[config.mk]
export PLATFORM = sky130hd
export DESIGN_NAME = var_delay_buffer_flat
export DESIGN_NICKNAME = d
export VERILOG_FILES = /design/src/rtl/var_delay_buffer_pkg.sv /design/src/rtl/var_delay_buffer_if.sv /design/src/rtl/var_delay_buffer_sdp_ram.sv /design/src/rtl/var_delay_buffer.sv /design/src/flat_wrapper.sv
export SDC_FILE = /design/constraint.sdc
export NUM_CORES = 1
export LEC_CHECK = 0
export ABC_CLOCK_PERIOD_IN_PS = 9790
export BUFFER_PORTS_ARGS = -buffer_cell sky130_fd_sc_hd__buf_2
export CORE_MARGIN = 10
export CORE_UTILIZATION = 37
export DETAILED_ROUTE_END_ITERATION = 16
export GPL_TIMING_DRIVEN = 0
export PLACE_DENSITY = 0.5
export SYNTH_ARGS = -nofsm -noshare
export SYNTH_HDL_FRONTEND = slang
export SYNTH_HIERARCHICAL = 1
export SYNTH_SLANG_ARGS = --single-unit
[constraint.sdc]
create_clock -name clk -period 9.79 [get_ports clk]
set_clock_uncertainty 0.2 [all_clocks]
set_input_delay 2.937 -clock clk [delete_from_list [all_inputs] [get_ports clk]]
set_output_delay 2.937 -clock clk [all_outputs]
set_load 0.01 [all_outputs]
[src/rtl/var_delay_buffer_pkg.sv]
// -----------------------------------------------------------------------------
// var_delay_buffer_pkg
//   Shared defaults for the runtime-programmable delay line and its stream
//   interface. Widths that depend on MAX_DELAY (the RAM address width) are
//   derived locally in each user with $clog2, so this package only carries
//   the default parameter values and the width of the RAM word overhead.
// -----------------------------------------------------------------------------
package var_delay_buffer_pkg;

  // Default sample width in bits.
  localparam int DEF_PRECISION = 4;

  // Default largest programmable delay.
  localparam int DEF_MAX_DELAY = 64;

  // Each RAM word stores the valid tag next to the sample.
  localparam int TAG_BITS = 1;

endpackage : var_delay_buffer_pkg

[src/rtl/var_delay_buffer_if.sv]
// -----------------------------------------------------------------------------
// var_delay_buffer_if
//   Sample stream into and out of the delay line.
//   ivalid / idata : input sample and its valid tag (driven by the source)
//   ovalid / odata : delayed sample and its valid tag (driven by the delay line)
//   Modports:
//     master : the stream source/sink around the delay line
//     slave  : the delay line itself
// -----------------------------------------------------------------------------
interface var_delay_buffer_if
  import var_delay_buffer_pkg::*;
#(
  parameter int PRECISION = DEF_PRECISION
);

  logic                 ivalid;
  logic [PRECISION-1:0] idata;
  logic                 ovalid;
  logic [PRECISION-1:0] odata;

  modport master (
    output ivalid,
    output idata,
    input  ovalid,
    input  odata
  );

  modport slave (
    input  ivalid,
    input  idata,
    output ovalid,
    output odata
  );

endinterface : var_delay_buffer_if

[src/rtl/var_delay_buffer_sdp_ram.sv]
// -----------------------------------------------------------------------------
// var_delay_buffer_sdp_ram
//   Generic simple-dual-port RAM: one write port, one registered read port,
//   single clock, no reset. Read-during-write to the same address returns the
//   old contents (read-first); callers that need write-first behaviour bypass
//   around it. Reusable for other line buffers.
//   Ports:
//     clk    in  1      clock (rising edge)
//     we     in  1      write enable
//     waddr  in  AW     write address
//     wdata  in  WIDTH  write data
//     raddr  in  AW     read address, sampled on the rising edge
//     rdata  out WIDTH  read data, valid the cycle after raddr is presented
// -----------------------------------------------------------------------------
module var_delay_buffer_sdp_ram #(
  parameter int WIDTH = 5,
  parameter int AW    = 7
) (
  input  logic             clk,
  input  logic             we,
  input  logic [AW-1:0]    waddr,
  input  logic [WIDTH-1:0] wdata,
  input  logic [AW-1:0]    raddr,
  output logic [WIDTH-1:0] rdata
);

  localparam int DEPTH = 2 ** AW;

  logic [WIDTH-1:0] mem_r [0:DEPTH-1];
  logic [WIDTH-1:0] rdata_r;

  // Write port.
  always_ff @(posedge clk) begin
    if (we) begin
      mem_r[waddr] <= wdata;
    end
  end

  // Registered read port (read-first on address collision).
  always_ff @(posedge clk) begin
    rdata_r <= mem_r[raddr];
  end

  assign rdata = rdata_r;

endmodule : var_delay_buffer_sdp_ram

[src/rtl/var_delay_buffer.sv]
// -----------------------------------------------------------------------------
// var_delay_buffer
//   Runtime-programmable delay line. Every cycle the sample and its valid tag
//   are written into a circular RAM; the output is the sample accepted D+1
//   cycles earlier (D = programmed delay, D=0 gives one cycle of latency).
//   After reset or a configuration load the output is held at zero (busy=1)
//   until the first sample accepted after the load reaches the output.
//   Ports:
//     clk        in  1          clock, rising edge
//     rst_n      in  1          asynchronous active-low reset
//     cfg_load   in  1          one-cycle pulse: capture cfg_delay
//     cfg_delay  in  AW         requested delay D (clamped to MAX_DELAY)
//     cfg_err    out 1          one-cycle pulse when the request was clamped
//     busy       out 1          high while the warm-up counter runs
//     stream     slave of var_delay_buffer_if (ivalid/idata in,
//                ovalid/odata out; odata is zero whenever ovalid is zero)
// -----------------------------------------------------------------------------
module var_delay_buffer
  import var_delay_buffer_pkg::*;
#(
  parameter  int PRECISION = DEF_PRECISION,
  parameter  int MAX_DELAY = DEF_MAX_DELAY,
  localparam int AW        = $clog2(MAX_DELAY + 1)
) (
  input  logic              clk,
  input  logic              rst_n,
  input  logic              cfg_load,
  input  logic [AW-1:0]     cfg_delay,
  output logic              cfg_err,
  output logic              busy,
  var_delay_buffer_if.slave stream
);

  localparam int            WIDTH    = PRECISION + TAG_BITS;
  localparam logic [AW-1:0] MAX_D    = AW'(MAX_DELAY);
  localparam logic [AW-1:0] PTR_ONE  = AW'(1);
  localparam logic [AW-1:0] D_ZERO   = AW'(0);
  localparam logic [AW-1:0] D_ONE    = AW'(1);
  localparam logic [AW:0]   WARM_ONE = (AW + 1)'(1);
  localparam logic [AW:0]   WARM_ZERO = (AW + 1)'(0);

  // Configuration and pointer state.
  logic [AW-1:0]        wr_ptr_r;
  logic [AW-1:0]        delay_r;
  logic [AW:0]          warm_r;   // one bit wider: MAX_DELAY+1 may equal 2**AW
  logic                 busy_r;
  logic                 cfg_err_r;

  // Datapath.
  logic [WIDTH-1:0]     wdata_s;
  logic [WIDTH-1:0]     prev_r;   // sample written on the previous cycle
  logic [AW-1:0]        rd_addr_s;
  logic [WIDTH-1:0]     ram_q_s;
  logic [WIDTH-1:0]     src_s;
  logic                 mask_s;
  logic                 ovalid_r;
  logic [PRECISION-1:0] odata_r;

  // Clamp logic.
  logic                 req_clamp_s;
  logic [AW-1:0]        req_delay_s;

  // Clamp the requested delay to the largest supported value.
  always_comb begin
    req_clamp_s = (cfg_delay > MAX_D);
    if (req_clamp_s) begin
      req_delay_s = MAX_D;
    end else begin
      req_delay_s = cfg_delay;
    end
  end

  assign wdata_s = {stream.ivalid, stream.idata};

  // The RAM read is registered, so the address is issued one cycle ahead:
  // it is next cycle's wr_ptr minus D. The RAM word then arrives exactly when
  // the output register needs it. For D>=2 the entry was written at least one
  // edge before the read; D=0 and D=1 are served by bypass paths below.
  assign rd_addr_s = wr_ptr_r + PTR_ONE - delay_r;

  var_delay_buffer_sdp_ram #(
    .WIDTH (WIDTH),
    .AW    (AW)
  ) u_sdp_ram (
    .clk   (clk),
    .we    (1'b1),
    .waddr (wr_ptr_r),
    .wdata (wdata_s),
    .raddr (rd_addr_s),
    .rdata (ram_q_s)
  );

  // Select the sample that is due at the output on this edge.
  // D=0: the sample is the one being written right now (write-first bypass).
  // D=1: the RAM read would collide with last cycle's write, so use the copy
  //      of last cycle's input instead.
  always_comb begin
    if (delay_r == D_ZERO) begin
      src_s = wdata_s;
    end else if (delay_r == D_ONE) begin
      src_s = prev_r;
    end else begin
      src_s = ram_q_s;
    end
  end

  // Output is blanked whenever busy will be high next cycle, so ovalid and
  // busy are never high together. A load blanks at once: anything due on the
  // load edge predates the new configuration.
  assign mask_s = cfg_load | (warm_r > WARM_ONE);

  // Write pointer advances every cycle and wraps naturally at 2**AW.
  always_ff @(posedge clk or negedge rst_n) begin
    if (!rst_n) begin
      wr_ptr_r <= {AW{1'b0}};
    end else begin
      wr_ptr_r <= wr_ptr_r + PTR_ONE;
    end
  end

  // Copy of the previous input, used by the D=1 bypass.
  always_ff @(posedge clk or negedge rst_n) begin
    if (!rst_n) begin
      prev_r <= {WIDTH{1'b0}};
    end else begin
      prev_r <= wdata_s;
    end
  end

  // Delay register and clamp error pulse.
  always_ff @(posedge clk or negedge rst_n) begin
    if (!rst_n) begin
      delay_r   <= {AW{1'b0}};
      cfg_err_r <= 1'b0;
    end else if (cfg_load) begin
      delay_r   <= req_delay_s;
      cfg_err_r <= req_clamp_s;
    end else begin
      delay_r   <= delay_r;
      cfg_err_r <= 1'b0;
    end
  end

  // Warm-up counter: loads D+1 on reset and on every load, counts down to 0.
  // busy_r mirrors (warm_r != 0) as a register.
  always_ff @(posedge clk or negedge rst_n) begin
    if (!rst_n) begin
      warm_r <= WARM_ONE;
      busy_r <= 1'b1;
    end else if (cfg_load) begin
      warm_r <= {1'b0, req_delay_s} + WARM_ONE;
      busy_r <= 1'b1;
    end else if (warm_r != WARM_ZERO) begin
      warm_r <= warm_r - WARM_ONE;
      busy_r <= (warm_r > WARM_ONE);
    end else begin
      warm_r <= warm_r;
      busy_r <= 1'b0;
    end
  end

  // Output register: data is forced to zero on invalid slots and while masked.
  always_ff @(posedge clk or negedge rst_n) begin
    if (!rst_n) begin
      ovalid_r <= 1'b0;
      odata_r  <= {PRECISION{1'b0}};
    end else if (mask_s) begin
      ovalid_r <= 1'b0;
      odata_r  <= {PRECISION{1'b0}};
    end else if (src_s[WIDTH-1]) begin
      ovalid_r <= 1'b1;
      odata_r  <= src_s[PRECISION-1:0];
    end else begin
      ovalid_r <= 1'b0;
      odata_r  <= {PRECISION{1'b0}};
    end
  end

  assign stream.ovalid = ovalid_r;
  assign stream.odata  = odata_r;
  assign cfg_err       = cfg_err_r;
  assign busy          = busy_r;

endmodule : var_delay_buffer
[src/flat_wrapper.sv]
// flat-port wrapper written by rule: the top's interface ports become plain ports
module var_delay_buffer_flat import var_delay_buffer_pkg::*;
#(
  parameter  int PRECISION = DEF_PRECISION,
  parameter  int MAX_DELAY = DEF_MAX_DELAY,
  localparam int AW        = $clog2(MAX_DELAY + 1)
)
  (clk, rst_n, cfg_load, cfg_delay, cfg_err, busy, stream_ivalid, stream_idata, stream_ovalid, stream_odata);
  var_delay_buffer_if #(.PRECISION(PRECISION)) stream_i ();
  input  logic clk;
  input  logic rst_n;
  input  logic cfg_load;
  input  logic [AW-1:0] cfg_delay;
  output logic cfg_err;
  output logic busy;
  input wire logic [$bits(stream_i.ivalid)-1:0] stream_ivalid;
  input wire logic [$bits(stream_i.idata)-1:0] stream_idata;
  output wire logic [$bits(stream_i.ovalid)-1:0] stream_ovalid;
  output wire logic [$bits(stream_i.odata)-1:0] stream_odata;
  assign stream_i.ivalid = stream_ivalid;
  assign stream_i.idata = stream_idata;
  assign stream_ovalid = stream_i.ovalid;
  assign stream_odata = stream_i.odata;
  var_delay_buffer #(.PRECISION(PRECISION), .MAX_DELAY(MAX_DELAY)) u_core (.clk(clk), .rst_n(rst_n), .cfg_load(cfg_load), .cfg_delay(cfg_delay), .cfg_err(cfg_err), .busy(busy), .stream(stream_i));
endmodule
---- Yosys cells after proc, flatten, opt, wreduce, memory -nomap -nowiden ----
Memory sizes are Yosys's and may differ from the RTL's. A register that Yosys moved wholly into a read port is not among the register bits.
Cells that the tools add are included.
word-level totals
  flip-flop bits (word level) ............. 34
  RAM bits ................................ 640
  bits of input ports ..................... 15
  word-level logic and storage cells ...... 32
  memories kept ........................... 1
cells by class
  add/sub/neg operators ................... 4
  $lt $le $gt $ge ......................... 2
  equal/unequal tests ..................... 1
  multiplexer cells ....................... 12
  bitwise operators ....................... 1
  reduce and logical (&&, ||, !) cells .... 3
memory list
  memory                  words  bits a word  rd ports  clocked after memory_dff  write ports  line                            source
  u_core.u_sdp_ram.mem_r  128    5            1         1                         1            var_delay_buffer_sdp_ram.sv:29  logic [WIDTH-1:0] mem_r [0:DEPTH-1];
operator list
  operator             number
  $mux 8               2
  $mux 5               2
  $add 7x1->8 const B  1
  $gt 8x1->1 const B   1
  $mux 4               2
  $reduce_bool 8->1    1
  $sub 8x1->8 const B  1
  $add 7x1->7 const B  1
  $eq 7x1->1 const B   1
  $gt 7x7->1 const B   1
  $logic_not 7->1      1
  $mux 7               1
  $sub 7x7->7          1
  $mux 1               5
  $reduce_bool 2->1    1
  $or 1x1->1           1

---- Longest topological paths before layout ----
Gate-level depths: netlist (run 1).
  depth after elaboration ................. 5
  depth in mapped cells ................... 11

---- By module ----
The synthesis (run 1) kept the hierarchy.
modules (own cells, without submodules)
  module                    times used  cells each  area an instance (um^2)
  var_delay_buffer_sdp_ram  1           1090        25060.3
  var_delay_buffer          1           180         1898.1

---- Least setup slack after synthesis (run 1) ----
Ideal clock, no wire load.
  path type ............................... input -> register
  start point ............................. input stream_ivalid
  end point ............................... register u_core.odata_r[0], in the netlist u_core/stream.odata[0]
  library setup time ...................... 142 ps
  arrival ................................. 3777 ps
  path slack .............................. 5671 ps
  stages .................................. 4
  cells stage by stage .................... mux2_2 > or4_4 > o2111ai_2 > a211oi_1
between the ends
  longest elaborated chain between the ends .. 3
ends and longest elaborated chain
  item                  line                     source
  from (decl)           flat_wrapper.sv:16       input wire logic [$bits(stream_i.ivalid)-1:0] stream_ivalid;
  $mux 5                var_delay_buffer.sv:98   if (delay_r == D_ZERO) begin
  $mux 4                var_delay_buffer.sv:170  end else if (src_s[WIDTH-1]) begin
  $mux 4                var_delay_buffer.sv:167  end else if (mask_s) begin
  to (signal assigned)  var_delay_buffer.sv:166  odata_r <= {PRECISION{1'b0}};
  to (signal assigned)  var_delay_buffer.sv:169  odata_r <= {PRECISION{1'b0}};
  to (signal assigned)  var_delay_buffer.sv:172  odata_r <= src_s[PRECISION-1:0];
  to (decl)             var_delay_buffer.sv:57   logic [PRECISION-1:0] odata_r;
No other way between the ends.
A chain may end at the register's enable or synchronous reset.

---- Final worst setup path (run 1) ----
  start point ............................. register u_core.wr_ptr_r[0]
  end point ............................... register u_core.u_sdp_ram.rdata_r[4], in the netlist u_core/u_sdp_ram/rdata[4] (read register of u_core.u_sdp_ram.mem_r)
between the ends
  longest elaborated chain between the ends .. 2
ends and longest elaborated chain
  item                     line                            source
  from (decl)              var_delay_buffer.sv:43          logic [AW-1:0] wr_ptr_r;
  from (signal assigned)   var_delay_buffer.sv:115         wr_ptr_r <= {AW{1'b0}};
  from (signal assigned)   var_delay_buffer.sv:117         wr_ptr_r <= wr_ptr_r + PTR_ONE;
  $add 7x1->7              var_delay_buffer.sv:79          assign rd_addr_s = wr_ptr_r + PTR_ONE - delay_r;
  $sub 7x7->7              var_delay_buffer.sv:79
  via u_core.rd_addr_s[2]  var_delay_buffer.sv:52          logic [AW-1:0] rd_addr_s;
  to (decl)                var_delay_buffer_sdp_ram.sv:30  logic [WIDTH-1:0] rdata_r;
The timed path passes the listed nets, and every way through them passes these cells.

==> results of run 1 <==
## state kept, by name, indices dropped and copies added (netlist names)
name and flops:
u_core/busy 1, u_core/delay_r 7, u_core/prev_r 5, u_core/cfg_err 1, u_core/stream.odata 4, u_core/u_sdp_ram/rdata 5
u_core/warm_r 8, u_core/u_sdp_ram/mem_r 640, u_core/stream.ovalid 1, u_core/wr_ptr_r 7
## final timing paths
path                                            from                         to  slack [ps]  cells past startpoint
min in group asynchronous                      rst_n             u_core/cfg_err        2210                      1
setup reg to reg                  u_core/wr_ptr_r[0]  u_core/u_sdp_ram/rdata[4]        3860                     10
max in group asynchronous                      rst_n       u_core/stream.ovalid        6660                      1
hold reg to reg            u_core/u_sdp_ram/rdata[0]     u_core/stream.odata[0]         320                      2
setup / recovery                  u_core/wr_ptr_r[0]  u_core/u_sdp_ram/rdata[4]        3860                     10
hold / removal             u_core/u_sdp_ram/rdata[0]     u_core/stream.odata[0]         320                      2
## metrics by stage
stage	area, um2	power [uW]	instances	utilization, %	setup WS, ps
final	30800	6540	2379	42.8	3860
after global routing	30800	6780	2379	42.8	3750
after CTS	30800	6620	2379	42.8	3850
after detailed placement	28400	3900	2247	39.6	3910
after global placement	28200	3890	2240	39.3	3680
after floorplan	27000	3650	1270	-	5670
## area by class of cell
class,instances,area [um2],share of cell area (%)
plain buffers,65,279,0.906
clock buffers,93,1940,6.32
clock inverters,39,410,1.33
inverters,13,48.8,0.159
multi-input cells,513,6460,21.0
flip-flops and latches,679,20200,65.5
well taps,950,1190,3.86
repair buffers,27,283,0.919
## worst register-to-register path, cell delays in order, from the launching register on
cell and delay [ps]:
dfrtp_1 470, ha_1 420, fa_1 480, xor2_1 170, clkbuf_1 760, clkbuf_1 740, clkbuf_1 720, mux4_2 470
mux4_2 550, mux4_2 510, mux2_2 310
## cells in the mapped netlist (all sizes together), types with 5 or more instances
master	n
a211oi	5
a21oi	5
buf	26
clkbuf	39
dfrtp	32
dfxtp	5
edfxtp	640
ha	11
inv	13
mux2	7
mux2i	8
mux4	210
nand2	20
nand2b	5
nand3	16
nor2	135
nor2b	13
nor3	16
o21ai	8
xnor2	8
xor2	7
## kinds of logic after synthesis
family / share of synthesized area [%]
xor gates and xnor gates: 0.571
adders and majority gates: 0.585
muxes: 18.1
buffers and inverters: 1.21
AOI/OAI and AO/OA: 0.882
and+or+nand+nor: 3.78
other: 0.0139
DFF: 74.8
## routing by layer
metal	global-route usage [%]	part of all wire, %	vias up
met1	21.2	45	6942
met5	0	0	-
met4	3.46	1.7	0
met3	3.04	5.3	79
met2	24.2	48	330
li1	-	-	5475
## where the power goes
group | switching, uW | internal [uW] | leakage, uW
clock | 1110 | 1600 | 0.00115
combinational | 343 | 274 | 0.00211
sequential | 14.5 | 3200 | 0.00622
==> impl_metrics.json, run 1 <==
{
  "status": "complete, no violations",
  "vias_in_the_first_global_route": 13274,
  "asyncSetResetFlopFracSynth_pct": 5.01,
  "vias": 12826,
  "fin_tns_setup_ps": 0,
  "hold_buffers": 0,
  "finalSetupViolCount": 0,
  "htreeDepth": 3,
  "slew-limit-headroom_pct": 4.00,
  "drv_cap": 0,
  "synth.top_cells.by_area": "edfxtp_1 (71%), mux4_2 (18%), dfrtp_1 (3.0%)",
  "rows": 98,
  "rsz0062_at_grt": "no",
  "filler_cell_count": 6283,
  "buffer_ports.inserted": 20,
  "grt_max_degree": 97,
  "yosysWarningCount": 6,
  "critical_path.top_delay_family": "buffers and inverters",
  "drt_first_pass_iters": 7,
  "tritoncts": "yes",
  "cts.repair_timing.setup_buffer_count": 0,
  "drtAntennaViolNets": 0,
  "synth_edf_count": 640,
  "drtIter0Drc": 1193,
  "mostFrequentLayoutCells": "edfxtp_1 (640), mux4_2 (210), nor2_1 (135), clkbuf_16 (75), clkbuf_1 (56)",
  "antenna_cells": 0,
  "startpoint_type": "register",
  "die_w_um": 290,
  "clkSinkCount": 679,
  "mostFrequentLayoutCell": "edfxtp_1",
  "timing.critical_path.arrival_ps": 6220,
  "layout-drive-gt1-share_pct": 25.8,
  "tightestPinTransition_ps": 1440,
  "netlist-cell-type-count": 51,
  "synth_largest_type_area_fraction_pct": 71.3,
  "wire_per_inst_um": 27.1,
  "cts_resized": 0,
  "clock-root-buffer": "clkbuf_16",
  "syn_area_mm2": 0.0270,
  "cts-root-to-sink-buffers": 3,
  "fp.dieH_um": 290,
  "placeableCoreArea_mm2": 0.0719,
  "area_growth_syn_to_layout_pct": 14.2,
  "synth.avg_cell_area_um2": 21.2,
  "worst_ep_required_time_ps": 10080,
  "drv_slew": 0,
  "crit_chain": "ha_1 > fa_1 > xor2_1 > clkbuf_1 > clkbuf_1 > clkbuf_1 > mux4_2 > mux4_2 > mux4_2 > mux2_2",
  "syn_inst": 1270,
  "antenna_found_initial": 0,
  "power_leakage_uw": 0.00948,
  "gpl_congestion": 0.773,
  "crit_buf_inv": 3,
  "fin_crit_ps": 5930,
  "drt-total-wl_um": 64400,
  "vdd_ir_drop_max_v": 0.000130,
  "grt_pass1_wl_um": 94200,
  "floorplan.die_area_mm2": 0.0841,
  "cts-buffers-inserted": 73,
  "finish.net_count": 1399,
  "grt_overflow_total": 0,
  "drcViolationCount": 0,
  "yosys.area.top_type": "edfxtp_1",
  "clk-insertion-delay-late_ps": 610,
  "synth_seq_cells": 679,
  "critical_path_class": "reg -> reg",
  "ys_seq_area_share_pct": 74.8,
  "postSynthNetCount": 1297,
  "synth_flop_cell": "edfxtp_1",
  "worst_stage_delay_on_the_critical_path_ps": 760,
  "worst_hold_slack_ps": 318,
  "timing.fmax_mhz": 169,
  "cell_area_power_density_mw_per_mm2": 212,
  "layout_worst_path_cycle_share_pct": 60.6,
  "clk_transition_reported_paths_ps": 60,
  "timing_hold_violations_final": 0,
  "worst_path_max_delay_cell": "clkbuf_1",
  "grtUsageTotal_pct": 15.2,
  "crit_end_element": "register",
  "dp_hpwl_um": 42300,
  "min_path_type": "reg -> reg",
  "start_util_pct": 37.5,
  "io-pin-count": 22,
  "drt-vias-per-instance": 5.39,
  "timing.critical_path.fanout_max": 10
}
Note: power is estimated with default switching activity, not from simulation.
==> inputs of run 2 (changes only) <==
--- a/config.mk
+++ b/config.mk
@@ -5,7 +5,7 @@
 export SDC_FILE = /design/constraint.sdc
 export NUM_CORES = 1
 export LEC_CHECK = 0
-export ABC_CLOCK_PERIOD_IN_PS = 9790
+export ABC_CLOCK_PERIOD_IN_PS = 6000
 export BUFFER_PORTS_ARGS = -buffer_cell sky130_fd_sc_hd__buf_2
 export CORE_MARGIN = 10
 export CORE_UTILIZATION = 37
==> constraint.sdc (replaced) <==
create_clock -name clk -period 6 [get_ports clk]
set_clock_uncertainty 0.2 [all_clocks]
set_input_delay 1.8 -clock clk [delete_from_list [all_inputs] [get_ports clk]]
set_output_delay 1.8 -clock clk [all_outputs]
set_load 0.01 [all_outputs]
==> run 2 against run 1 <==
Non-clock buffer count did not move. Fmax rose by 1.6%. First-iteration DRC count rose by 2.0%. Die area did not move. Utilization barely moved. Power rose by 63%. Global-route usage did not move. Hold slack improved by 0.78 ps. Worst setup slack got worse by 3700 ps. Wire length barely moved. Sequential power rose by 63%.
==> impl_metrics.json, run 2 (synthesis results as in run 1) <==
{
  "fp.dieH_um": 290,
  "timing.fmax_mhz": 171,
  "timing.final.ws_setup_ps": 159,
  "min_path_type": "reg -> reg",
  "cts.repair_timing.setup_buffer_count": 0,
  "timing.critical_path.depth": 10,
  "tritoncts": "yes",
  "dp_slack_ps": 117,
  "rsz0062_at_grt": "no",
  "crit_end_element": "register",
  "grt_overflow_total": 0,
  "mostFrequentLayoutCell": "edfxtp_1",
  "worst_ep_required_time_ps": 6290,
  "grt_pass1_wl_um": 94200,
  "die_w_um": 290,
  "timing_hold_violations_final": 0,
  "drt-total-wl_um": 64400,
  "drt_first_pass_iters": 5,
  "grt_max_degree": 97,
  "clk_transition_reported_paths_ps": 60,
  "reg_top3": "u_core/u_sdp_ram/mem_r: 640 flops, u_core/warm_r: 8 flops",
  "antenna_found_initial": 0,
  "capture_instance_of_the_worst_register_to_register_path": "u_core/u_sdp_ram/rdata[1]",
  "floorplan.die_area_mm2": 0.0841,
  "largest_register_ff_count": 640,
  "fin_crit_ps": 5840,
  "htreeDepth": 3,
  "gpl_congestion": 0.773,
  "clkSinkCount": 679,
  "start_util_pct": 37.5,
  "timing.critical_path.mode_cell": "mux4_2",
  "clock-root-buffer": "clkbuf_16",
  "io-pin-count": 22,
  "power_leakage_uw": 0.00949,
  "timing.critical_path.arrival_ps": 6130,
  "status": "complete, no violations",
  "cts-buffers-inserted": 73,
  "fin_tns_setup_ps": 0,
  "ff2ff_setup_slack_ps": 160,
  "multiInputGateArea_mm2": 0.00646,
  "slew-limit-headroom_pct": 4.15,
  "cell_area_power_density_mw_per_mm2": 346,
  "layout_worst_path_cycle_share_pct": 97.3,
  "vias_in_the_first_global_route": 13274,
  "placeableCoreArea_mm2": 0.0719,
  "worst-r2r-cell-count": 10,
  "vias": 12828,
  "finalSetupViolCount": 0,
  "critical_path.top_delay_family": "buffers and inverters",
  "tightestPinTransition_ps": 1440,
  "drv_slew": 0,
  "wire_per_inst_um": 27.1,
  "crit_chain": "ha_1 > fa_1 > xor2_1 > clkdlybuf4s15_1 > clkdlybuf4s15_1 > clkbuf_1 > mux4_2 > mux4_2 > mux4_2 > mux2_2",
  "buffer_ports.inserted": 20,
  "timing.critical_path.fanout_max": 10,
  "area_growth_syn_to_layout_pct": 14.2,
  "worst_stage_delay_on_the_critical_path_ps": 760,
  "layout-drive-gt1-share_pct": 25.9,
  "clk-insertion-delay-late_ps": 620,
  "drtIter0Drc": 1217,
  "hold_buffers": 0,
  "dp_hpwl_um": 42300,
  "filler_cell_count": 6278,
  "drtAntennaViolNets": 0,
  "cts-root-to-sink-buffers": 3,
  "min_to": "u_core/stream.odata[0]",
  "startpoint_type": "register",
  "registers.top_by_ff_count": "u_core/u_sdp_ram/mem_r",
  "grtUsageTotal_pct": 15.2,
  "worst_path_max_delay_cell": "clkdlybuf4s15_1",
  "rows": 98,
  "finish.net_count": 1399,
  "seq_area_mm2": 0.0202,
  "holdCritStartpoint": "u_core/u_sdp_ram/rdata[0]",
  "vdd_ir_drop_max_v": 0.000212,
  "timing.rr.start": "u_core/wr_ptr_r[0]",
  "critical_path_class": "reg -> reg",
  "cts_resized": 0,
  "crit_buf_inv": 3,
  "whs_path_depth": 2,
  "drcViolationCount": 0,
  "drv_cap": 0,
  "mostFrequentLayoutCells": "edfxtp_1 (640), mux4_2 (210), nor2_1 (135), clkbuf_16 (75), clkbuf_1 (53)",
  "antenna_cells": 0,
  "drt-vias-per-instance": 5.39
}
==> run 2: cell count changes in the layout (fill, tap and decap cells not counted), sizes merged <==
| cell | delta |
|---|---|
| clkbuf | -2 |
| clkdlybuf4s15 | +2 |
==> run 2: layout make-up <==
class,instances,share of cell area (%)
Buffer,65,0.951
Clock buffer,93,6.31
Clock inverter,39,1.33
Inverter,13,0.158
Multi-Input combinational cell,513,21.0
Sequential cell,679,65.5
Tap cell,950,3.86
Timing Repair Buffer,27,0.918
==> run 2: report_power, final <==
part	internal [uW]	leakage [uW]	switching, uW
clock	2610	0.00115	1810
sequential	5220	0.00622	23.9
combinational	449	0.00212	561
==> run 2: metal layers <==
| metal | share of wire, % | vias to the layer above | track usage (%) | wire length, um |
|---|---|---|---|---|
| met5 | 0 | - | 0 | 0 |
| met4 | 1.7 | 0 | 3.46 | 1120 |
| met3 | 5.6 | 80 | 3.04 | 3610 |
| met2 | 48 | 367 | 24.2 | 31100 |
| met1 | 44 | 6906 | 21.2 | 28600 |
| li1 | - | 5475 | - | - |
==> run 2: per-stage QoR <==
step                      instances  utilization [%]  area (um2)  hold slack, ps  power (uW)
after floorplan                1270                -       27000             258        5950
after global placement         2240             39.3       28200             317        6350
after detailed placement       2247             39.6       28400             301        6360
after CTS                      2379             42.8       30800             314       10800
after global routing           2379             42.9       30800             369       11100
final                          2379             42.9       30800             318       10700
==> run 2: tightest hold or removal path, delay by kind of cell (launching register included) <==
kind	cells	cell delay [ps]
AOI/OAI and AO/OA	1	50
DFF	1	320
and+or+nand+nor	1	100
==> run 2: worst max-delay path by stage <==
stage | start | end | slack, ps
floorplan | u_core/wr_ptr_r[0] | u_core/u_sdp_ram/rdata[0] | 1990
global placement | u_core/wr_ptr_r[0] | u_core/u_sdp_ram/rdata[4] | 110
detailed placement | u_core/wr_ptr_r[0] | u_core/u_sdp_ram/rdata[4] | 120
CTS | u_core/wr_ptr_r[0] | u_core/u_sdp_ram/rdata[4] | 60
global route | u_core/wr_ptr_r[0] | u_core/u_sdp_ram/rdata[4] | 50
finish | u_core/wr_ptr_r[0] | u_core/u_sdp_ram/rdata[1] | 160
==> inputs of run 3 (changes only) <==
--- a/config.mk
+++ b/config.mk
@@ -8,10 +8,10 @@
 export ABC_CLOCK_PERIOD_IN_PS = 6000
 export BUFFER_PORTS_ARGS = -buffer_cell sky130_fd_sc_hd__buf_2
 export CORE_MARGIN = 10
-export CORE_UTILIZATION = 37
+export CORE_UTILIZATION = 53
 export DETAILED_ROUTE_END_ITERATION = 16
 export GPL_TIMING_DRIVEN = 0
-export PLACE_DENSITY = 0.5
+export PLACE_DENSITY = 0.68
 export SYNTH_ARGS = -nofsm -noshare
 export SYNTH_HDL_FRONTEND = slang
 export SYNTH_HIERARCHICAL = 1
==> run 3 against run 2 <==
Wire length fell by 9.7%. First-iteration DRC count is 11% higher. Largest power group unchanged. Count of clock-buffer cells in the layout down 2. Power decreased by 2.5%. Cell area down 1.7%. Sequential power barely moved. Critical path type unchanged. Flip-flop and latch count stayed put. Non-clock buffer count fell by 2.
==> impl_metrics.json, run 3 (synthesis results as in run 1) <==
{
  "largest_register_ff_count": 640,
  "gpl_congestion": 0.842,
  "grtUsageTotal_pct": 19.8,
  "crit_end_element": "register",
  "startpoint_type": "register",
  "grt_max_degree": 93,
  "vdd_ir_drop_max_v": 0.000265,
  "netSwitchingPower_uw": 2260,
  "vias": 12869,
  "power.total_uw": 10400,
  "timing.critical_path.fanout_max": 10,
  "dp_hpwl_um": 38700,
  "cts_resized": 0,
  "placeableCoreArea_mm2": 0.0503,
  "rsz0062_at_grt": "no",
  "drt-vias-per-instance": 6.16,
  "slew-limit-headroom_pct": 12.1,
  "combPwrFrac_pct": 9.3,
  "tritoncts": "yes",
  "clkSinkCount": 679,
  "drtIter0Drc": 1352,
  "io-pin-count": 22,
  "worst_hold_slack_ps": 291,
  "timing.critical_path.arrival_ps": 5960,
  "cts.repair_timing.setup_buffer_count": 0,
  "clk_transition_reported_paths_ps": 50,
  "grt_pass1_wl_um": 87500,
  "cts-buffers-inserted": 70,
  "start_util_pct": 53.6,
  "mostFrequentLayoutCell": "edfxtp_1",
  "layout_worst_path_cycle_share_pct": 94.8,
  "htreeDepth": 3,
  "place_inst": 1967,
  "cts-root-to-sink-buffers": 3,
  "timing.fmax_mhz": 176,
  "drv_cap": 0,
  "clk-insertion-delay-late_ps": 600,
  "vias_in_the_first_global_route": 13076,
  "registers.top_by_ff_count": "u_core/u_sdp_ram/mem_r",
  "drtAntennaViolNets": 0,
  "worst_ep_required_time_ps": 6270,
  "grt_overflow_total": 0,
  "min_path_type": "reg -> reg",
  "clock-root-buffer": "clkbuf_16",
  "mostFrequentLayoutCells": "edfxtp_1 (640), mux4_2 (210), nor2_1 (135), clkbuf_16 (74), clkbuf_1 (55)",
  "wire_per_inst_um": 27.8,
  "p_seq_share_pct": 50.3,
  "hold_buffers": 0,
  "floorplan.die_area_mm2": 0.0603,
  "rows": 82,
  "finalNonFillerCells": 2090,
  "pwr-share-clk_pct": 40.4,
  "drv_slew": 0,
  "power_leakage_uw": 0.00940,
  "fp.dieH_um": 246,
  "drt-total-wl_um": 58200,
  "finalSetupViolCount": 0,
  "area_growth_syn_to_layout_pct": 12.3,
  "fin_tns_setup_ps": 0,
  "timing_hold_violations_final": 0,
  "status": "complete, no violations",
  "tightestPinTransition_ps": 1300,
  "filler_cell_count": 3577,
  "antenna_found_initial": 1,
  "cell_area_power_density_mw_per_mm2": 344,
  "finalCoreUtilization_pct": 60.2,
  "layout-drive-gt1-share_pct": 25.3,
  "drcViolationCount": 0,
  "drt_first_pass_iters": 8,
  "internal-power_uw": 8140,
  "buffer_ports.inserted": 20,
  "fin_crit_ps": 5690,
  "antenna_cells": 0,
  "finish.net_count": 1394,
  "die_w_um": 246,
  "reg_top3": "u_core/u_sdp_ram/mem_r: 640 flops, u_core/warm_r: 8 flops",
  "critical_path_class": "reg -> reg",
  "sw_frac_of_total_pct": 21.8
}
run 3: stage by stage:
stage	instance area [um2]	setup slack [ps]
6_report	30300	313
5_1_grt	30300	217
4_1_cts	30300	329
3_5_place_dp	28000	357
3_3_place_gp	27900	334
2_1_floorplan	27000	1990
run 3: per-layer routing:
metal / global-route usage [%] / part of all wire [%] / wire length, um / vias to the layer above
met1: 28.1 / 42 / 24300 / 6811
met5: 0 / 0 / 0 / -
met2: 30.8 / 48 / 28000 / 545
met3: 3.50 / 7.7 / 4500 / 77
li1: - / - / - / 5436
met4: 6.55 / 2.3 / 1350 / 0
run 3: area by class of cell:
type | instances | area (um2) | area share, %
Timing Repair Buffer | 25 | 250 | 0.827
Sequential cell | 679 | 20200 | 66.6
Buffer | 65 | 278 | 0.918
Tap cell | 672 | 841 | 2.78
Clock buffer | 91 | 1930 | 6.36
Clock inverter | 32 | 299 | 0.988
Inverter | 13 | 48.8 | 0.161
Multi-Input combinational cell | 513 | 6460 | 21.3
run 3: critical path: stages (launching register included):
cell      delay (ps)
dfrtp_1          450
ha_1             400
fa_1             470
xor2_1           170
clkbuf_1         710
clkbuf_1         680
clkbuf_1         670
mux4_2           440
mux4_2           570
mux4_2           470
mux2_2           310
run 3: worst paths after layout:
path | startpoint | to | slack (ps) | cells after the start
setup / recovery | u_core/wr_ptr_r[0] | u_core/u_sdp_ram/rdata[4] | 310 | 10
hold / removal | u_core/u_sdp_ram/rdata[0] | u_core/stream.odata[0] | 290 | 2
setup reg to reg | u_core/wr_ptr_r[0] | u_core/u_sdp_ram/rdata[4] | 310 | 10
hold reg to reg | u_core/u_sdp_ram/rdata[0] | u_core/stream.odata[0] | 290 | 2
max in group asynchronous | rst_n | u_core/stream.odata[1] | 4040 | 1
min in group asynchronous | rst_n | u_core/cfg_err | 1070 | 1
run 3: power by group through the flow:
stage,registers (uW),logic [uW],clock network [uW]
floorplan,5330,620,0
global placement,5340,942,0
detailed placement,5330,969,0
CTS,5240,972,4290
global route,5240,1030,4500
finish,5240,966,4200
